**src/rtl/serial_adder_pkg.sv**
```systemverilog
// Shared types and elaboration-time checks for the bit-serial adder.
// Imported by the adder top so the state encoding lives in one place.
package serial_adder_pkg;

  typedef enum logic [1:0] {
    IDLE = 2'd0,
    RUN  = 2'd1,
    DONE = 2'd2
  } state_t;

  localparam int WIDTH_MIN = 2;
  localparam int WIDTH_MAX = 32;

  function automatic bit width_ok(input int w);
    return (w >= WIDTH_MIN) && (w <= WIDTH_MAX);
  endfunction

endpackage

```
**src/rtl/fa_ha.sv**
```systemverilog
// 1-bit full adder used as the arithmetic slice of the serial adder.
// Purely combinational; the caller registers the carry between bits.
module fa_ha (
  input  logic a,
  input  logic b,
  input  logic cin,
  output logic s,
  output logic cout
);

  assign s    = a ^ b ^ cin;
  assign cout = (a & b) | (a & cin) | (b & cin);

endmodule

```
**src/rtl/serial_adder.sv**
```systemverilog
// Bit-serial unsigned adder: one operand bit pair per clock, LSB first,
// carry held in a flop; registered sum/cout presented with a done strobe.
module serial_adder
  import serial_adder_pkg::*;
#(
  parameter int WIDTH = 8
) (
  input  logic             clk,
  input  logic             rst_n,
  input  logic             start,
  input  logic [WIDTH-1:0] a,
  input  logic [WIDTH-1:0] b,
  output logic             busy,
  output logic             done,
  output logic [WIDTH-1:0] sum,
  output logic             cout
);

  localparam int CNT_W = $clog2(WIDTH);
  localparam logic [CNT_W-1:0] CNT_LAST = CNT_W'(WIDTH - 1);

  generate
    if (!width_ok(WIDTH)) begin : g_width_chk
      $error("serial_adder: WIDTH out of range 2..32");
    end
  endgenerate

  state_t            state;
  state_t            state_nx;
  logic [WIDTH-1:0]  a_sh;
  logic [WIDTH-1:0]  b_sh;
  logic [WIDTH-1:0]  s_sh;
  logic              carry;
  logic [CNT_W-1:0]  cnt;
  logic              fa_s;
  logic              fa_cout;
  logic              accept;
  logic              last_bit;

  fa_ha u_fa (
    .a    (a_sh[0]),
    .b    (b_sh[0]),
    .cin  (carry),
    .s    (fa_s),
    .cout (fa_cout)
  );

  // start is only honoured between operations; in RUN it is dropped.
  assign accept   = start && ((state == IDLE) || (state == DONE));
  assign last_bit = (state == RUN) && (cnt == CNT_LAST);

  always_comb begin
    state_nx = state;
    case (state)
      IDLE:    if (start) state_nx = RUN;
      RUN:     if (cnt == CNT_LAST) state_nx = DONE;
      DONE:    state_nx = start ? RUN : IDLE;
      default: state_nx = IDLE;
    endcase
  end

  always_ff @(posedge clk or negedge rst_n) begin
    if (!rst_n) begin
      state <= IDLE;
      a_sh  <= '0;
      b_sh  <= '0;
      s_sh  <= '0;
      carry <= 1'b0;
      cnt   <= '0;
      sum   <= '0;
      cout  <= 1'b0;
    end else begin
      state <= state_nx;
      if (accept) begin
        a_sh  <= a;
        b_sh  <= b;
        carry <= 1'b0;
        cnt   <= '0;
      end else if (state == RUN) begin
        s_sh  <= {fa_s, s_sh[WIDTH-1:1]};
        a_sh  <= a_sh >> 1;
        b_sh  <= b_sh >> 1;
        carry <= fa_cout;
        cnt   <= cnt + 1'b1;
        // Result registers move only here, so they hold across later RUNs.
        if (last_bit) begin
          sum  <= {fa_s, s_sh[WIDTH-1:1]};
          cout <= fa_cout;
        end
      end
    end
  end

  assign busy = (state == RUN);
  assign done = (state == DONE);

endmodule

```
**config.mk**
```make
export PLATFORM = sky130hd
export DESIGN_NAME = serial_adder
export DESIGN_NICKNAME = d
export VERILOG_FILES = /design/src/rtl/serial_adder_pkg.sv /design/src/rtl/fa_ha.sv /design/src/rtl/serial_adder.sv
export SDC_FILE = /design/constraint.sdc
export NUM_CORES = 1
export LEC_CHECK = 0
export BUFFER_PORTS_ARGS = -buffer_cell sky130_fd_sc_hd__buf_2
export CAP_MARGIN = 20
export CORE_MARGIN = 4
export CORE_UTILIZATION = 35
export CTS_BUF_LIST = sky130_fd_sc_hd__clkbuf_16
export DETAILED_ROUTE_END_ITERATION = 10
export GPL_ROUTABILITY_DRIVEN = 0
export GPL_TIMING_DRIVEN = 1
export SLEW_MARGIN = 10
export SYNTH_ARGS = -nofsm -noshare
export SYNTH_HDL_FRONTEND = slang
export SYNTH_SLANG_ARGS = --single-unit
```
**constraint.sdc**
```tcl
create_clock -name clk -period 1.35 [get_ports clk]
set_clock_uncertainty 0.05 [all_clocks]
set_input_delay 0.27 -clock clk [delete_from_list [all_inputs] [get_ports clk]]
set_output_delay 0.27 -clock clk [all_outputs]
set_load 0.005 [all_outputs]
```
# Word-level counts from Yosys, hierarchy flattened
# Cells that the tools add are included.
# Widths: inputs -> output; s select.
[word_totals] output_inout_bits=11 elab_cells=42 inputBits=19 regBits=39
[op_classes] n_mux=12 reduce_logical=8 n_eq_ne=5 bitwise=8 add_sub_neg=1
[op_table] operator="$mux 8" n=4
[op_table] operator="$mux 3" n=2
[op_table] operator="$pmux 2 s3" n=1
[op_table] operator="$mux 2" n=2
[op_table] operator="$reduce_and 2->1" n=2
[op_table] operator="$add 3x1->3 const B" n=1
[op_table] operator="$and 1x1->1" n=3
[op_table] operator="$eq 3x3->1 const B" n=1
[op_table] operator="$mux 1" n=3
[op_table] operator="$reduce_and 3->1" n=1
[op_table] operator="$eq 2x1->1 const B" n=1
[op_table] operator="$eq 2x2->1 const B" n=1
[op_table] operator="$logic_and 1x1->1" n=2
[op_table] operator="$logic_not 2->1" n=1
[op_table] operator="$ne 2x1->1 const B" n=1
[op_table] operator="$ne 2x2->1 const B" n=1
[op_table] operator="$or 1x1->1" n=2
[op_table] operator="$reduce_bool 2->1" n=1
[op_table] operator="$xor 1x1->1" n=2
[op_table] operator="$logic_or 1x1->1" n=1
[op_table] operator="$not 1->1" n=1

# Logic depth before layout (Yosys ltp)
# Gate-level depths: netlist of run 1.
[logic_depth] ltp_word=5 ltp_mapped=6

# By module
# Synthesis of run 1 repeated with hierarchy kept, for this count alone.
[unflattened] cells_unflattened=131 hier_area_um2=1899.3
[modules_own_cells] mod="serial_adder" seq_area_each_um2=950.9 n_inst=1 cells_each=130 area_per_inst_um2=1879.3
[modules_own_cells] mod="fa_ha" seq_area_each_um2=0.0 n_inst=1 cells_each=1 area_per_inst_um2=20.0

# Least setup slack after synthesis of run 1
# No wires, ideal clock.
[synth_timing] path_kind="flip-flop to flip-flop" startpoint="register carry" endpoint="register carry" setup_ps=121 stages_incl_launch_ff=4 slack_ps=-103 t_required_ps=1179 path_buffers=0 arrival_time_ps=1282 path_cell_list="dfrtp_1 fa_1 mux2_2 a22o_1"
[synth_between] elab_chain_cells=5 elab_cells_between_ends=6 cone_classes="2 x mux; 4 x bitwise"
[synth_lines] element="start, declared" line_no="serial_adder.sv:33" text="logic carry;"
[synth_lines] element="start signal, assigned" line_no="serial_adder.sv:83" text="carry <= fa_cout;"
[synth_lines] element="$and 1x1->1" line_no="fa_ha.sv:12" text="assign cout = (a & b) | (a & cin) | (b & cin);"
[synth_lines] element="$or 1x1->1" line_no="fa_ha.sv:12"
[synth_lines] element="$or 1x1->1 (*)" line_no="fa_ha.sv:12"
[synth_lines] element="net fa_cout" line_no="serial_adder.sv:36" text="logic fa_cout;"
[synth_lines] element="$mux 1 (*)" line_no="serial_adder.sv:79" text="end else if (state == RUN) begin"
[synth_lines] element="$mux 1 (*)" line_no="serial_adder.sv:74" text="if (accept) begin"
# Mark *: on every way through the listed nets, which the timed path passes. The rest lies on a longest branch. The select of a mux whose other input is x is not followed.
# A chain may end at the register's enable or synchronous reset.

# Final worst setup path of run 1
[layout_timing] startpoint="register state[1]" endpoint="output port busy"
[layout_between] elab_chain_cells=1
[layout_lines] element="start, declared" line_no="serial_adder.sv:28" text="state_t state;"
[layout_lines] element="start signal, assigned" line_no="serial_adder.sv:73" text="state <= state_nx;"
[layout_lines] element="$eq 2x1->1" line_no="serial_adder.sv:94" text="assign busy = (state == RUN);"
[layout_lines] element="end, declared" line_no="serial_adder.sv:13" text="output logic busy,"
# No other way between the ends.

==> results of run 1 <==
-- routing by layer --
metal	global-route usage, %	up-vias	wire, µm	part of all wire, %
met2	21.6	27	1920	51
li1	-	630	-	-
met5	0	-	0	0
met1	18.5	628	1680	44
met3	4.59	4	157	4.1
met4	3.67	0	21	0.55
-- power groups by stage --
stage | Combinational (W) | Sequential [W] | Clock, W
after floorplan | 0.00144 | 0.00200 | 0
after global routing | 0.00281 | 0.00213 | 0.00164
after global placement | 0.00205 | 0.00203 | 0
after detailed placement | 0.00214 | 0.00206 | 0
final | 0.00252 | 0.00206 | 0.00153
after CTS | 0.00242 | 0.00206 | 0.00156
-- logic make-up (layout without fill, tap and decap cells) --
logic type | count (synthesis) | count (layout)
adder cells (fa/ha/maj) | 3 | 3
AO/OA/AOI/OAI | 28 | 28
multiplexers | 20 | 20
buffers and inverters | 11 | 63
flip-flops | 38 | 38
AND/OR/NAND/NOR | 51 | 51
-- worst min-delay path: cells and delay by family --
family	cells	cell delay [ps]
buffers and inverters	1	90
AO/OA/AOI/OAI	1	50
AND/OR/NAND/NOR	1	50
-- timing repair --
action,in CTS,in global routing
hold buffers,1,0
endpoints found under the setup margin,13,26
hold endpoints to repair,14,0
setup buffers,6,2
pin swaps,1,3
resized for setup,7,8
gates cloned,1,0
-- final cells by class --
type / count / area [µm²] / area share, %
Clock buffer: 5 / 125 / 5.17
Clock inverter: 3 / 68.8 / 2.84
Inverter: 2 / 12.5 / 0.517
Multi-Input combinational cell: 102 / 779 / 32.2
Sequential cell: 38 / 952 / 39.3
Tap cell: 67 / 83.8 / 3.46
Timing Repair Buffer: 53 / 399 / 16.5
-- cell usage after synthesis --
master	instances
nor2_1	8
dfrtp_1	38
nand2_4	1
nor3_1	6
nand2b_1	2
clkbuf_1	3
ha_1	2
o21ai_0	3
a21oi_1	7
inv_6	1
nor2b_1	9
inv_1	1
buf_2	5
mux2i_1	8
fa_1	1
mux2_2	3
nand3_1	3
a22oi_1	1
a211oi_1	7
buf_6	1
a22o_1	4
mux2_4	9
o22ai_1	6
nand2_1	22
-- how the worst min path moves through the flow --
stage | endpoint | slack (ps) | depth (start not counted)
3_5_place_dp | b_sh[6] | 160 | 1
6_report | a_sh[1] | 160 | 3
4_1_cts | b_sh[7] | 160 | 2
2_1_floorplan | a_sh[0] | -80 | 0
3_3_place_gp | b_sh[6] | 150 | 1
5_1_grt | b_sh[7] | 160 | 2
-- registers in the layout, indices dropped and copies added, names as in the netlist --
signal  flops
s_sh        7
a_sh        8
carry       1
state       2
cout        1
cnt         3
sum         8
b_sh        8
-- placed cells by master (no fill, tap or decap), drive strengths merged --
cell,count
mux2i,8
ha,2
nand2,23
o21ai,3
nand2b,2
bufinv,2
a22o,4
fa,1
dlygate4sd3,1
a22oi,1
nand3,3
mux2,12
o22ai,6
nor2b,9
inv,2
bufbuf,1
buf,51
nor3,6
a211oi,7
a21oi,7
clkbuf,5
clkinv,1
nor2,8
dfrtp,38
-- stage by stage --
| stage | cells | hold WS [ps] | total power (W) | cell area (µm²) |
|---|---|---|---|---|
| after floorplan | 151 | -75.6 | 0.00344 | 1750 |
| after global placement | 252 | 150 | 0.00408 | 2060 |
| after detailed placement | 252 | 164 | 0.00419 | 2060 |
| after CTS | 268 | 159 | 0.00604 | 2370 |
| after global routing | 270 | 163 | 0.00657 | 2420 |
| final | 270 | 157 | 0.00610 | 2420 |
==> flow_summary.json, run 1 <==
{
  "cap_violations": 0,
  "power_leakage_nw": 1.15,
  "worstPathCellList": "nand2b_4 -> inv_6 -> buf_6 -> buf_6",
  "synth_largest_area_cell": "dfrtp_1",
  "syn_area_um2": 1730,
  "synth.area.mux_share_pct": 14.4,
  "cp-start-kind": "flop",
  "drtIter0Drc": 115,
  "relSlewSlack_pct": 74.1,
  "hold_viol_final": 0,
  "setup_viol": 13,
  "intPower_w": 0.00422,
  "grt_max_degree": 25,
  "fillers": 445,
  "rsz0062_at_grt": "true",
  "violations": "negative setup slack",
  "yosysUniqueCellTypes": 24,
  "synth_area_leaders": "dfrtp_1 55%, mux2_4 7.8%, nand2_1 4.8%, mux2i_1 4.6%, nor2b_1 3.3%",
  "clock.fmax_ghz": 0.700,
  "first_pass_iters": 4,
  "syn_to_final_growth_pct": 40.3,
  "worstPathRequired_ps": 1030,
  "ys_seq_elements": 38,
  "cts_root_buf": "clkbuf_16",
  "nets": 224,
  "cts_tree": "built",
  "design.core.area_um2": 4750,
  "min_period_over_period_pct": 106,
  "worst_pin_slew_ps": 389,
  "layout-drive-gt1-share_pct": 41.4,
  "reg2reg_slack_ps": -70,
  "io-pin-count": 30,
  "grt_remaining_overflow": 0,
  "cp.depth": 4,
  "rows": 25,
  "setup_slack_ps": -78.5,
  "seqPwrFrac_pct": 33.7,
  "preCtsSetupSlack_ps": -74.6,
  "crit_type": "flop to output pin",
  "cts_sinks": 38,
  "post_synth_inst_count": 151,
  "dieArea_um2": 6120,
  "vias": 1289,
  "syn_nets": 173,
  "seq_area_frac_synth_pct": 55.1,
  "setup_tns_ps": -267,
  "antenna_found_initial": 0,
  "drc_errors": 0,
  "antenna_left": 0,
  "final_core_util_pct": 50.9,
  "hp-class": "input pin to flop",
  "worst_path_most_repeated_cell": "buf_6",
  "cp_max_fo": 2,
  "insertion_delay_ps": 280,
  "hp-start": "a[1]",
  "grt_pass1_vias": 1328,
  "yosys_warnings": 0,
  "crit_buf_inv": 3,
  "fp.dieH_um": 78.2,
  "place_hpwl_mm": 2.47,
  "clk_path_buf_depth": 2,
  "maxSlewViolCount": 0,
  "routed_wl_mm": 3.79,
  "switching_share_pct": 30.9,
  "p_switching_w": 0.00189,
  "slowest_delay_ps": 390,
  "power.share.clock_pct": 25.0,
  "synth_simple_gate_area_share_pct": 13.8,
  "crit_end": "busy",
  "crit_family": "flip-flops",
  "arrival_ps": 1110,
  "num_antenna_cells": 0,
  "max-vdd-ir-drop_mv": 1.19,
  "numCtsBuffers": 5,
  "via_per_inst": 4.77,
  "fin_crit_ps": 1430,
  "crit_start": "state[1]",
  "cpMaxStageDelayCell": "dfrtp_1",
  "die_width_um": 78.2,
  "grt_usage_pct": 13.8,
  "timing.rr.end": "carry",
  "avgSynthCellArea_um2": 11.4,
  "worstRegToRegCells": 3,
  "rr_startpoint": "b_sh[0]",
  "powerDensity_nw_per_um2": 2520,
  "synthAdderAreaFrac_pct": 2.61,
  "wl_per_cell_um": 14.0,
  "grt_pass1_wl_mm": 6.55,
  "worstSetupEndpointType": "output pin",
  "synthXorXnorAreaFrac_pct": 0,
  "synth_top_family_by_area": "multiplexers",
  "status": "finished, violations left",
  "yosys.area.top_type_share_pct": 55.1,
  "htreeDepth": 2,
  "initial_core_util_pct": 36.3,
  "path_clk_slew_ps": 50,
  "synth_compound_area_share_pct": 10.6,
  "io_buffers": 29,
  "combPwrFrac_pct": 41.3
}
No activity file was read; power rests on OpenSTA's default activity.
==> inputs of run 2 (changes only) <==
--- a/config.mk
+++ b/config.mk
@@ -5,6 +5,7 @@
 export SDC_FILE = /design/constraint.sdc
 export NUM_CORES = 1
 export LEC_CHECK = 0
+export ABC_AREA = 0
 export BUFFER_PORTS_ARGS = -buffer_cell sky130_fd_sc_hd__buf_2
 export CAP_MARGIN = 20
 export CORE_MARGIN = 4
==> constraint.sdc (replaced) <==
create_clock -name clk -period 1.3 [get_ports clk]
set_clock_uncertainty 0.05 [all_clocks]
set_input_delay 0.26 -clock clk [delete_from_list [all_inputs] [get_ports clk]]
set_output_delay 0.26 -clock clk [all_outputs]
set_load 0.005 [all_outputs]
==> run 2 against run 1 <==
The flow still finishes with violations (negative setup slack). Critical path depth decreased by 1. Sequential share of layout area is 0.29 points higher. First-iteration DRC count shrank 37%.
==> flow_summary.json, run 2 (synthesis gave the netlist of run 1 again) <==
{
  "final_common_cell": "dfrtp_1",
  "numCtsBuffers": 5,
  "combPwrFrac_pct": 45.1,
  "clock.fmax_ghz": 0.695,
  "wl_met1_mm": 1.68,
  "num_antenna_cells": 0,
  "rsz0062_at_grt": "true",
  "antenna_found_initial": 0,
  "status": "finished, violations left",
  "wl_per_cell_um": 13.7,
  "switching_share_pct": 33.3,
  "slowest_delay_ps": 400,
  "reg_top3": "a_sh (8), b_sh (8), sum (8)",
  "drtIter0Drc": 72,
  "insertion_delay_ps": 280,
  "highest_layer": "met4",
  "initial_core_util_pct": 36.3,
  "wl_met3_um": 156,
  "grt_remaining_overflow": 0,
  "worstPathRequired_ps": 1420,
  "arrival_ps": 1560,
  "worstRegToRegCells": 3,
  "cts_root_buf": "clkbuf_16",
  "crit_buf_inv": 0,
  "cp.depth": 3,
  "grt_usage_pct": 12.5,
  "min_period_over_period_pct": 111,
  "vias": 1301,
  "preCtsSetupSlack_ps": -140,
  "htreeDepth": 2,
  "layout-drive-gt1-share_pct": 43.8,
  "dieArea_um2": 6120,
  "power.share.clock_pct": 19.0,
  "violations": "negative setup slack",
  "reg2reg_slack_ps": -140,
  "path_clk_slew_ps": 60,
  "grt_max_degree": 25,
  "layout_common_cells": "37 x dfrtp_1, 28 x buf_2, 22 x nand2_1",
  "via_per_inst": 4.82,
  "crit_family": "flip-flops",
  "design.core.area_um2": 4750,
  "cap_violations": 0,
  "intPower_w": 0.00400,
  "routed_wl_mm": 3.70,
  "powerDensity_nw_per_um2": 2500,
  "crit_type": "flop to flop",
  "cp-start-kind": "flop",
  "relSlewSlack_pct": 73.8,
  "nets": 225,
  "power_leakage_nw": 1.13,
  "cts_sinks": 38,
  "io-pin-count": 30,
  "syn_to_final_growth_pct": 39.3,
  "first_pass_iters": 4,
  "cp_max_fo": 2,
  "antenna_left": 0,
  "grt_pass1_wl_mm": 6.02,
  "setup_viol": 13,
  "fin_crit_ps": 1440,
  "fp.dieH_um": 78.2,
  "timing.rr.end": "carry",
  "worstPathCellList": "fa_2 -> mux2_4 -> a22o_1",
  "worst_pin_slew_ps": 392,
  "setup_slack_ps": -140,
  "timing.hold.ws_ps": 159,
  "grt_pass1_vias": 1309,
  "hold_viol_final": 0,
  "seqPwrFrac_pct": 36.0,
  "crit_end": "carry",
  "cpMaxStageDelayCell": "dfrtp_1",
  "maxSlewViolCount": 0,
  "cts_tree": "built",
  "rr_startpoint": "carry",
  "hp-class": "input pin to flop",
  "drc_errors": 0,
  "place_hpwl_mm": 2.53,
  "finalPower_w": 0.00600,
  "io_buffers": 29,
  "p_switching_w": 0.00200,
  "worstSetupEndpointType": "flop",
  "max-vdd-ir-drop_mv": 0.882,
  "crit_start": "carry",
  "wl_met2_mm": 1.79,
  "rows": 25,
  "die_width_um": 78.2,
  "clk_path_buf_depth": 2
}
==> run 2: power by group through the flow <==
stage                     sequential, W  clock, W  combinational, W
final                           0.00216   0.00114           0.00270
after global routing            0.00224   0.00122           0.00299
after CTS                       0.00215   0.00116           0.00245
after detailed placement        0.00215         0           0.00225
after global placement          0.00211         0           0.00215
after floorplan                 0.00208         0           0.00152
==> run 2: worst min path at each step <==
| stage | start | end | slack [ps] | cells past startpoint |
|---|---|---|---|---|
| final | a[1] | a_sh[1] | 160 | 3 |
| after global routing | b[7] | b_sh[7] | 150 | 2 |
| after CTS | a[1] | a_sh[1] | 160 | 3 |
| after detailed placement | rst_n | b_sh[5] | 150 | 1 |
| after global placement | rst_n | b_sh[6] | 140 | 1 |
| after floorplan | rst_n | a_sh[0] | -90 | 0 |
==> run 2: layer usage <==
metal,track usage (%),up-vias
met5,0,-
met4,6.29,0
met3,3.21,7
met2,20.2,28
met1,15.5,630
li1,-,636
==> run 2: worst reg2reg max path, stage by stage, from the launching register on <==
cell     delay, ps
dfrtp_1        400
fa_2           390
mux2_4         270
a22o_1         210
==> run 2: layout make-up <==
class / count / area (µm²)
clock buffer: 5 / 125
clock inverter: 2 / 10.0
fill: 452 / 2350
inverter: 2 / 12.5
multi-input combinational: 103 / 830
sequential: 38 / 952
tap: 67 / 83.8
timing repair buffer: 53 / 390
==> run 2: metrics by stage <==
step           cell area (µm²)  util [%]  setup TNS, ps  cells
2_1_floorplan             1760         -           -290    151
3_3_place_gp              2070      43.5           -591    252
3_5_place_dp              2070      43.5           -733    252
4_1_cts                   2280      47.9           -894    264
5_1_grt                   2400      50.6          -1260    270
6_report                  2400      50.6           -715    270
==> run 2: repair_timing <==
action / in CTS / in global routing
gates cloned: 0 / 1
buffers inserted: 4 / 5
setup endpoints to repair: 13 / 21
endpoints found under the hold margin: 14 / 0
gates resized for setup: 9 / 16
pin swaps: 3 / 5
hold buffers: 1 / 0
